==> config.mk <==
export PLATFORM = sky130hd
export DESIGN_NAME = ppu_frame_capture
export DESIGN_NICKNAME = d
export VERILOG_FILES = /design/src/rtl/ppu_frame_capture.sv
export SDC_FILE = /design/constraint.sdc
export NUM_CORES = 1
export LEC_CHECK = 0
export CORE_ASPECT_RATIO = 1.75
export CORE_MARGIN = 2
export CORE_UTILIZATION = 30
export CTS_CLUSTER_SIZE = 28
export DETAILED_ROUTE_END_ITERATION = 8
export GPL_TIMING_DRIVEN = 0
export SLEW_MARGIN = 20
export SYNTH_ARGS = -nofsm -noshare
export SYNTH_HDL_FRONTEND = slang
export SYNTH_SLANG_ARGS = --single-unit
==> constraint.sdc <==
create_clock -name clk -period 5.85 [get_ports clk]
set_input_delay 1.17 -clock clk [delete_from_list [all_inputs] [get_ports clk]]
set_output_delay 1.17 -clock clk [all_outputs]
set_load 0.1 [all_outputs]
==> src/rtl/ppu_frame_capture.sv <==
// Pixel sink between the PPU and the frame buffer. It packs 2-bit pixels four per byte,
// queues the bytes in a small FIFO and writes them out over a valid/ready port.
module ppu_frame_capture #(
  parameter int H_PIXELS   = 160,
  parameter int V_LINES    = 144,
  parameter int FIFO_DEPTH = 4
) (
  input  logic        clk,
  input  logic        rst,
  input  logic        LCD_EN,
  input  logic [1:0]  PPU_MODE,
  input  logic [1:0]  PX_OUT,
  input  logic        PX_valid,
  output logic        FB_WE,
  output logic [12:0] FB_ADDR,
  output logic [7:0]  FB_WDATA,
  input  logic        FB_READY,
  input  logic        STATUS_CLR,
  output logic        FRAME_DONE,
  output logic        OVERFLOW,
  output logic        LINE_ERR
);

  localparam int PTR_W = $clog2(FIFO_DEPTH);
  localparam int CNT_W = PTR_W + 1;
  localparam logic [7:0]       H_MAX     = 8'(H_PIXELS);
  localparam logic [7:0]       V_MAX     = 8'(V_LINES);
  localparam logic [12:0]      BYTES_PL  = 13'(H_PIXELS / 4);
  localparam logic [CNT_W-1:0] FIFO_FULL = CNT_W'(FIFO_DEPTH);

  typedef enum logic [1:0] {
    M_HBLANK = 2'd0,
    M_VBLANK = 2'd1,
    M_SCAN   = 2'd2,
    M_DRAW   = 2'd3
  } mode_t;

  typedef enum logic [1:0] {
    S_IDLE,
    S_ACTIVE,
    S_FLUSH
  } state_t;

  typedef struct packed {
    logic [12:0] addr;
    logic [7:0]  data;
  } fb_word_t;

  state_t           state, state_nxt;
  logic [1:0]       prev_mode;
  logic [7:0]       x, y;
  logic [5:0]       pack;
  logic [1:0]       pack_cnt;
  logic             frame_done_q, frame_done_nxt;
  logic             overflow_q, line_err_q;

  fb_word_t         mem [FIFO_DEPTH];
  logic [PTR_W-1:0] wr_ptr, rd_ptr;
  logic [CNT_W-1:0] count;

  logic             vb_to_scan, vb_entry, line_end;
  logic             draw_px, px_accept, px_drop, line_done;
  logic             push, push_ok, pop, full;
  logic             overflow_set, line_err_set;
  logic [12:0]      cur_addr;
  logic [7:0]       partial;
  fb_word_t         push_word, head;

  // NOTE: every signal written in an always_comb gets a default first, so no path
  // leaves it unassigned and no latch is inferred.
  always_comb begin
    vb_to_scan = (prev_mode == M_VBLANK) && (PPU_MODE == M_SCAN);
    vb_entry   = (prev_mode != M_VBLANK) && (PPU_MODE == M_VBLANK);
    line_end   = (prev_mode == M_DRAW)   && (PPU_MODE == M_HBLANK);
    draw_px    = (state == S_ACTIVE) && PX_valid && (PPU_MODE == M_DRAW);
    px_accept  = draw_px && (x < H_MAX) && (y < V_MAX);
    px_drop    = draw_px && !((x < H_MAX) && (y < V_MAX));
    line_done  = (state == S_ACTIVE) && line_end;
    cur_addr   = y * BYTES_PL + 13'(x[7:2]);

    // Missing trailing pixels of a short group read as colour 0.
    unique case (pack_cnt)
      2'd1:    partial = {pack[1:0], 6'b0};
      2'd2:    partial = {pack[3:0], 4'b0};
      2'd3:    partial = {pack[5:0], 2'b0};
      default: partial = 8'h00;
    endcase

    push      = 1'b0;
    push_word = '0;
    if (LCD_EN) begin
      if (px_accept && pack_cnt == 2'd3) begin
        push      = 1'b1;
        push_word = '{addr: cur_addr, data: {pack, PX_OUT}};
      end else if ((line_done || state == S_FLUSH) && pack_cnt != 2'd0) begin
        push      = 1'b1;
        push_word = '{addr: cur_addr, data: partial};
      end
    end

    pop          = FB_WE && FB_READY;
    full         = (count == FIFO_FULL);
    push_ok      = push && (!full || pop);
    overflow_set = push && full && !pop;
    line_err_set = LCD_EN && (px_drop || (line_done && x != H_MAX));
  end

  always_comb begin
    state_nxt      = state;
    frame_done_nxt = 1'b0;
    if (!LCD_EN) begin
      state_nxt = S_IDLE;
    end else begin
      unique case (state)
        S_IDLE:   if (vb_to_scan) state_nxt = S_ACTIVE;
        S_ACTIVE: if (vb_entry) state_nxt = S_FLUSH;
        S_FLUSH: begin
          if (count == '0 && pack_cnt == 2'd0) begin
            state_nxt      = S_IDLE;
            frame_done_nxt = 1'b1;
          end
        end
        default:  state_nxt = S_IDLE;
      endcase
    end
  end

  // NOTE: sequential state uses non-blocking assignments so every register samples
  // the pre-edge values regardless of statement order.
  always_ff @(posedge clk) begin
    if (!rst) begin
      state        <= S_IDLE;
      prev_mode    <= M_HBLANK;
      x            <= '0;
      y            <= '0;
      pack         <= '0;
      pack_cnt     <= '0;
      frame_done_q <= 1'b0;
    end else begin
      state        <= state_nxt;
      prev_mode    <= PPU_MODE;
      frame_done_q <= frame_done_nxt;
      if (!LCD_EN || (state == S_IDLE && vb_to_scan)) begin
        x        <= '0;
        y        <= '0;
        pack     <= '0;
        pack_cnt <= '0;
      end else if (px_accept) begin
        x        <= x + 8'd1;
        pack     <= {pack[3:0], PX_OUT};
        pack_cnt <= pack_cnt + 2'd1;
      end else if (line_done) begin
        x        <= '0;
        y        <= (y < V_MAX) ? y + 8'd1 : y;
        pack     <= '0;
        pack_cnt <= '0;
      end else if (state == S_FLUSH) begin
        pack_cnt <= '0;
      end
    end
  end

  // Disabling the LCD discards queued bytes exactly like a reset does.
  always_ff @(posedge clk) begin
    if (!rst || !LCD_EN) begin
      wr_ptr <= '0;
      rd_ptr <= '0;
      count  <= '0;
    end else begin
      if (push_ok) wr_ptr <= wr_ptr + 1'b1;
      if (pop)     rd_ptr <= rd_ptr + 1'b1;
      unique case ({push_ok, pop})
        2'b10:   count <= count + 1'b1;
        2'b01:   count <= count - 1'b1;
        default: count <= count;
      endcase
    end
  end

  // NOTE: the FIFO storage needs no reset; an entry is only observed once count
  // covers it, and the outputs are forced to zero while the FIFO is empty.
  always_ff @(posedge clk) begin
    if (push_ok) mem[wr_ptr] <= push_word;
  end

  always_ff @(posedge clk) begin
    if (!rst) begin
      overflow_q <= 1'b0;
      line_err_q <= 1'b0;
    end else begin
      overflow_q <= overflow_set | (overflow_q & ~STATUS_CLR);
      line_err_q <= line_err_set | (line_err_q & ~STATUS_CLR);
    end
  end

  assign head       = mem[rd_ptr];
  assign FB_WE      = (count != '0);
  assign FB_ADDR    = FB_WE ? head.addr : '0;
  assign FB_WDATA   = FB_WE ? head.data : '0;
  assign FRAME_DONE = frame_done_q;
  assign OVERFLOW   = overflow_q;
  assign LINE_ERR   = line_err_q;

endmodule

# After elaboration in Yosys (flattened, before gate mapping)
# Memories as Yosys holds them, arrays and structs flattened. A register that Yosys moved wholly into a read port is not among the register bits.
# Index checks and enable logic that the tools add are counted.
# totals
regBits	38
mem_bits_rw	84
input_bits	10
out_inout_bits	25
n_memories	1
# mem_list
name	words	word_bits	read_ports	rd_ports_with_merged_regs	wr	line	text
mem	4	21	1	1	1	57	fb_word_t mem [FIFO_DEPTH];
# op_classes
add_sub_neg	8
multipliers	1
n_lt_le_gt_ge	2
n_eq_ne	18
muxes	26
bitwise_logic	7
reduce_logical	44
# op_table
operator	count
$mux 21	3
$mux 8	3
$pmux 8 s3	1
$logic_and 1x1->1	20
$add 8x1->8 const B	2
$lt 8x8->1 const B	2
$mux 2	8
$eq 2x2->1 const B	7
$add 13x6->13	1
$mux 13	1
$mux 6	2
$eq 2x1->1 const B	5
$mul 8x3->10 const B	1
$reduce_and 3->1	3
$ne 8x8->1 const B	1
$add 2x1->2 const B	3
$logic_not 2->1	3
$mux 1	6
$pmux 2 s3	1
$pmux 3 s2	1
$reduce_bool 2->1	3
$reduce_bool 3->1	2
$logic_not 1->1	5
$logic_or 1x1->1	5
other kinds (11)	17

# Longest topological paths before layout
# Gate-level depths: netlist of the first run.
# logic_depth
ltp_word	11
ltp_mapped	10
depth_no_buf	10

# Worst setup path after synthesis of the first run
# OpenSTA, ideal clock, no wires.
# synth_timing
path_kind	register to output
from	register count[0]
to	output FB_ADDR[10]
arrival_time_ns	2.387
setup_slack_ns	2.293
path_stages_with_launch	4
path_buffers	1
path_cell_list	dfxtp_1 > or3_1 > clkbuf_1 > and2_1
# synth_between
elab_chain_cells	2
# synth_rtl
item	line	text
start, declared	59	logic [CNT_W-1:0] count;
start signal, assigned	173	2'b10: count <= count + 1'b1;
start signal, assigned	174	2'b01: count <= count - 1'b1;
start signal, assigned	175	default: count <= count;
$reduce_bool 3->1	197	assign FB_WE = (count != '0);
net FB_WE	14	output logic FB_WE,
$mux 13	198	assign FB_ADDR = FB_WE ? head.addr : '0;
end, declared	15	output logic [12:0] FB_ADDR,
# The timed path passes the listed nets, and every way through them passes these cells.

==> impl_metrics.prom, run 1 <==
# TYPE chip_impl_metric gauge
chip_impl_info{name="outcome",value="finished, final reports clean"} 1
chip_impl_metric{name="p_switching",unit="mW"} 0.399
chip_impl_info{name="setup.worst_path.end",value="FB_ADDR[2]"} 1
chip_impl_metric{name="floorplan.rows",unit=""} 68
chip_impl_metric{name="crit_buf_inv",unit=""} 2
chip_impl_metric{name="worst_ep_arrival_time",unit="ns"} 2.93
chip_impl_metric{name="initial_antenna_violation_count",unit=""} 0
chip_impl_metric{name="max_cap_viol_count",unit=""} 0
chip_impl_metric{name="hold_violations",unit=""} 0
chip_impl_metric{name="grtUsageMet2",unit="%"} 23.4
chip_impl_metric{name="async_s_r_ff_share_synth",unit="%"} 0
chip_impl_metric{name="routed_via_density",unit=""} 4.87
chip_impl_metric{name="antenna_cells",unit=""} 0
chip_impl_metric{name="grt_pass1_vias",unit=""} 3915
chip_impl_metric{name="die_y",unit="um"} 190
chip_impl_metric{name="reg2reg_slack",unit="ns"} 3.02
chip_impl_metric{name="worstSkewPairLatency",unit="ns"} 0.42
chip_impl_metric{name="crit_path_max_fanout",unit=""} 10
chip_impl_metric{name="mappedNetlistArea",unit="um2"} 5940
chip_impl_metric{name="numCtsBuffers",unit=""} 17
chip_impl_metric{name="multi_input_comb_area",unit="um2"} 2460
chip_impl_metric{name="period_minus_slack",unit="ns"} 4.10
chip_impl_metric{name="xor_xnor_cell_area_share_of_the_yosys_netlist",unit="%"} 2.51
chip_impl_metric{name="register_area",unit="um2"} 3320
chip_impl_info{name="unrepaired_setup_endpoints_after_global_routing",value="no"} 1
chip_impl_info{name="layout_common_cells",value="sky130_fd_sc_hd__edfxtp_1 (84), sky130_fd_sc_hd__dfxtp_1 (40), sky130_fd_sc_hd__nor2_1 (32), sky130_fd_sc_hd__and2_1 (32), sky130_fd_sc_hd__clkdlybuf4s50_1 (32)"} 1
chip_impl_metric{name="areaGrowthSynthToFinish",unit="%"} 20.4
chip_impl_info{name="crit_slowest_cell",value="sky130_fd_sc_hd__clkdlybuf4s50_1"} 1
chip_impl_metric{name="filler_cell_count",unit=""} 1880
chip_impl_metric{name="grt_first_pass_wirelength",unit="um"} 19700
chip_impl_info{name="top_usage_layer",value="met2"} 1
chip_impl_metric{name="max_stage_delay",unit="ns"} 1.14
chip_impl_metric{name="gp_congestion",unit=""} 0.805
chip_impl_metric{name="max-vdd-ir-drop",unit="mV"} 0.135
chip_impl_metric{name="floorplan.core_area",unit="um2"} 19600
chip_impl_info{name="hold_path_class",value="reg2reg"} 1
chip_impl_metric{name="power.density",unit="nW/um2"} 274
chip_impl_metric{name="routed-via-count",unit=""} 3748
chip_impl_metric{name="path_clk_slew",unit="ns"} 0.06
chip_impl_metric{name="num-nets-final",unit=""} 550
chip_impl_metric{name="syn_area_per_cell",unit="um2"} 12.9
chip_impl_metric{name="crit_required",unit="ns"} 4.68
chip_impl_info{name="cp_cell_sequence",value="clkbuf_1, mux4_2, and2_1, clkdlybuf4s50_1"} 1
chip_impl_metric{name="gr_layer_usage_met1",unit="%"} 12.3
chip_impl_metric{name="clock_power_share",unit="%"} 51.7
chip_impl_metric{name="power.sequential.fraction",unit="%"} 47.3
chip_impl_info{name="synth_ff_type",value="sky130_fd_sc_hd__edfxtp_1"} 1
chip_impl_metric{name="yosysUniqueCellTypes",unit=""} 73
chip_impl_info{name="tritoncts_clock_tree",value="built"} 1
chip_impl_metric{name="place.detailed.hpwl",unit="um"} 8940
chip_impl_metric{name="drtPass1Iterations",unit=""} 4
chip_impl_metric{name="final.setup.worst_slack",unit="ns"} 1.75
chip_impl_metric{name="fin_skew",unit="ns"} 0.00511
chip_impl_metric{name="compound_gate_fraction_of_synth_area",unit="%"} 8.98
chip_impl_metric{name="share_of_the_yosys_chip_area_belonging_to_registers",unit="%"} 56.0
chip_impl_metric{name="groute.usage.overall",unit="%"} 12.4
chip_impl_metric{name="die_area",unit="um2"} 21000
chip_impl_metric{name="grt_max_degree",unit=""} 22
chip_impl_info{name="synth_top_family_by_area",value="simple AND/OR/NAND/NOR gates"} 1
chip_impl_metric{name="synth_fp_nets",unit=""} 499
chip_impl_metric{name="max_slew_headroom",unit="%"} 33.9
chip_impl_metric{name="maxSlewViolCount",unit=""} 0
chip_impl_metric{name="initialDrtViolationCount",unit=""} 176
chip_impl_metric{name="fp.dieW",unit="um"} 110
chip_impl_metric{name="cts_post_setup_buffers_inserted",unit=""} 0
chip_impl_info{name="critPathCaptureType",value="output pin"} 1
chip_impl_metric{name="clkSinkCount",unit=""} 124
chip_impl_metric{name="hold_buffers",unit=""} 0
chip_impl_metric{name="place.port_buffers",unit=""} 32
chip_impl_metric{name="multiplexer_fraction_of_the_synthesized_cell_area",unit="%"} 8.81
chip_impl_metric{name="internal_power",unit="mW"} 1.56
chip_impl_info{name="cp-start-kind",value="flip-flop"} 1
chip_impl_metric{name="timing.final.crit_share",unit="%"} 70.1
chip_impl_metric{name="synth-edff-count",unit=""} 84
chip_impl_metric{name="grtUsageMet3",unit="%"} 2.12
chip_impl_metric{name="drive_above_1_share",unit="%"} 15.8
chip_impl_metric{name="fmaxAchievable",unit="MHz"} 244
chip_impl_metric{name="start_util",unit="%"} 30.3
chip_impl_metric{name="drt_drc_violations_left",unit=""} 0
chip_impl_metric{name="rr_worst_depth",unit=""} 8
chip_impl_metric{name="report.final.setup_viol",unit=""} 0
chip_impl_info{name="cpLargestDelayFamily",value="buffers and inverters"} 1
chip_impl_metric{name="wirelength",unit="um"} 12100
chip_impl_metric{name="whs",unit="ns"} 0.488
chip_impl_metric{name="synthSimpleGateAreaFrac",unit="%"} 14.5
chip_impl_metric{name="global_route.overflow_total",unit=""} 0
chip_impl_metric{name="boundaryPins",unit=""} 35
chip_impl_metric{name="postLayoutCellArea",unit="um2"} 7140
chip_impl_metric{name="post_cts.resized_instances",unit=""} 0
chip_impl_metric{name="timing.setup.tns",unit="ns"} 0
chip_impl_metric{name="p_leak",unit="nW"} 2.49
chip_impl_info{name="most_frequent_standard_cell_in_the_layout_excluding_fill_and_tap_cells",value="sky130_fd_sc_hd__edfxtp_1"} 1
chip_impl_info{name="r2r_end",value="mem[1][20]$_DFFE_PP_"} 1
chip_impl_info{name="clock-root-buffer",value="sky130_fd_sc_hd__clkbuf_16"} 1
chip_impl_metric{name="depth_of_the_cts_h_tree",unit=""} 4
chip_impl_metric{name="synthAdderAreaFrac",unit="%"} 6.49
chip_impl_metric{name="wl_per_cell",unit="um"} 15.8
chip_impl_metric{name="ys_seq_elements",unit=""} 124
chip_impl_metric{name="place_ws",unit="ns"} 1.82
chip_impl_metric{name="final_antenna_net_count",unit=""} 0
chip_impl_metric{name="clockBufferDepth",unit=""} 2
chip_impl_metric{name="synth_cells",unit=""} 460
chip_impl_metric{name="syn_warnings",unit=""} 0
chip_impl_info{name="crit_type",value="reg2out"} 1
chip_impl_metric{name="swShare",unit="%"} 20.4
chip_impl_metric{name="power.combinational.fraction",unit="%"} 0.9
chip_impl_info{name="worst_r2r_startpoint",value="y[1]$_SDFFE_PP0P_"} 1
chip_impl_metric{name="postLayoutCoreUtil",unit="%"} 36.5
chip_impl_metric{name="worst-path-stages",unit=""} 4
chip_impl_metric{name="postPlaceCellArea",unit="um2"} 6570
chip_impl_metric{name="timing_worst_slew_pin_value",unit="ns"} 0.988
synth_stat cells (3+ instances only):
master | count | area (um2)
sky130_fd_sc_hd__fa_1 | 3 | 60.1
sky130_fd_sc_hd__nor2_1 | 32 | 120
sky130_fd_sc_hd__o21ai_0 | 6 | 30.0
sky130_fd_sc_hd__and2_1 | 32 | 200
sky130_fd_sc_hd__a21o_1 | 3 | 22.5
sky130_fd_sc_hd__nand4_1 | 6 | 37.5
sky130_fd_sc_hd__and3_1 | 9 | 56.3
sky130_fd_sc_hd__o21a_1 | 3 | 22.5
sky130_fd_sc_hd__nand2_1 | 23 | 86.3
sky130_fd_sc_hd__inv_1 | 19 | 71.3
sky130_fd_sc_hd__a32oi_1 | 5 | 43.8
sky130_fd_sc_hd__clkbuf_1 | 11 | 41.3
sky130_fd_sc_hd__nand3_1 | 21 | 105
sky130_fd_sc_hd__xnor2_1 | 9 | 78.8
sky130_fd_sc_hd__ha_1 | 26 | 325
sky130_fd_sc_hd__xor2_1 | 8 | 70.1
sky130_fd_sc_hd__a21oi_1 | 23 | 115
sky130_fd_sc_hd__mux4_2 | 21 | 473
sky130_fd_sc_hd__buf_2 | 5 | 25.0
sky130_fd_sc_hd__nor2b_1 | 3 | 18.8
sky130_fd_sc_hd__edfxtp_1 | 84 | 2520
sky130_fd_sc_hd__or2_2 | 3 | 18.8
sky130_fd_sc_hd__dfxtp_1 | 40 | 801
sky130_fd_sc_hd__mux2i_1 | 5 | 50.1
tightest hold or removal path, delay by kind of cell (launching register included):
family	cells	cell delay (ns)
DFF	1	0.31
and+or+nand+nor	1	0.06
AOI/OAI and AO/OA	1	0.06
state kept, by name, indices dropped and copies added, names as in the netlist, 2 cells and up, named ones only:
register   flops
state          2
count          3
mem           84
prev_mode      2
pack           6
x              8
y              8
wr_ptr         2
rd_ptr         2
pack_cnt       2
power by group through the flow:
stage / Combinational [mW] / Sequential (mW) / Clock, mW
after floorplan: 0.00900 / 0.944 / 0
after global placement: 0.0182 / 0.944 / 0
after detailed placement: 0.0187 / 0.944 / 0
after CTS: 0.0186 / 0.926 / 1.03
after global routing: 0.0201 / 0.926 / 1.07
final: 0.0185 / 0.926 / 1.01
metrics by stage:
step / total power, mW / cells
after detailed placement: 0.963 / 737
after floorplan: 0.953 / 460
after global placement: 0.962 / 737
after CTS: 1.98 / 769
final: 1.96 / 769
after global routing: 2.01 / 769
logic make-up after synthesis:
family / Yosys count
compound gates: 72
fa+ha+maj: 29
xor+xnor: 17
simple gates: 154
buf+inv: 38
mux: 26
flops: 124
layout make-up:
cell class | instances | area share, %
Buffer | 19 | 1.24
Clock inverter | 14 | 2.07
Tap cell | 245 | 4.29
Inverter | 19 | 0.998
Sequential cell | 124 | 46.5
Multi-Input combinational cell | 298 | 34.4
Clock buffer | 18 | 6.01
Timing Repair Buffer | 32 | 4.48
metal layers:
metal	share of wire, %	vias to the layer above
li1	-	1839
met1	38	1824
met2	57	62
met3	2.5	23
met4	3.2	0
met5	0	-
worst min path at each step:
stage                                    start                    to  slack (ns)  cells after the start
after floorplan           pack[4]$_SDFFE_PP0P_  pack[4]$_SDFFE_PP0P_        0.45                      2
after global placement    pack[4]$_SDFFE_PP0P_  pack[4]$_SDFFE_PP0P_        0.45                      2
after detailed placement  pack[5]$_SDFFE_PP0P_  pack[5]$_SDFFE_PP0P_        0.47                      2
after CTS                 pack[5]$_SDFFE_PP0P_  pack[5]$_SDFFE_PP0P_        0.48                      2
after global routing       LINE_ERR$_SDFF_PN0_   LINE_ERR$_SDFF_PN0_        0.52                      2
final                     pack[5]$_SDFFE_PP0P_  pack[5]$_SDFFE_PP0P_        0.49                      2
Power figures use the tool's default switching activity.
==> inputs of run 2 (changes only) <==
==> constraint.sdc (replaced) <==
create_clock -name clk -period 4.29 [get_ports clk]
set_input_delay 0.858 -clock clk [delete_from_list [all_inputs] [get_ports clk]]
set_output_delay 0.858 -clock clk [all_outputs]
set_load 0.1 [all_outputs]
==> results of run 2 <==
Same layout as run 1 (identical final DEF). Status: finished, final reports clean.
Among the figures that moved: setup slack after placement 1.82 ns -> 0.573 ns; setup slack after layout 1.75 ns -> 0.498 ns; register-to-register setup slack 3.02 ns -> 1.46 ns; total power 1.96 mW -> 2.67 mW; worst IR drop on VDD 0.135 mV -> 0.185 mV
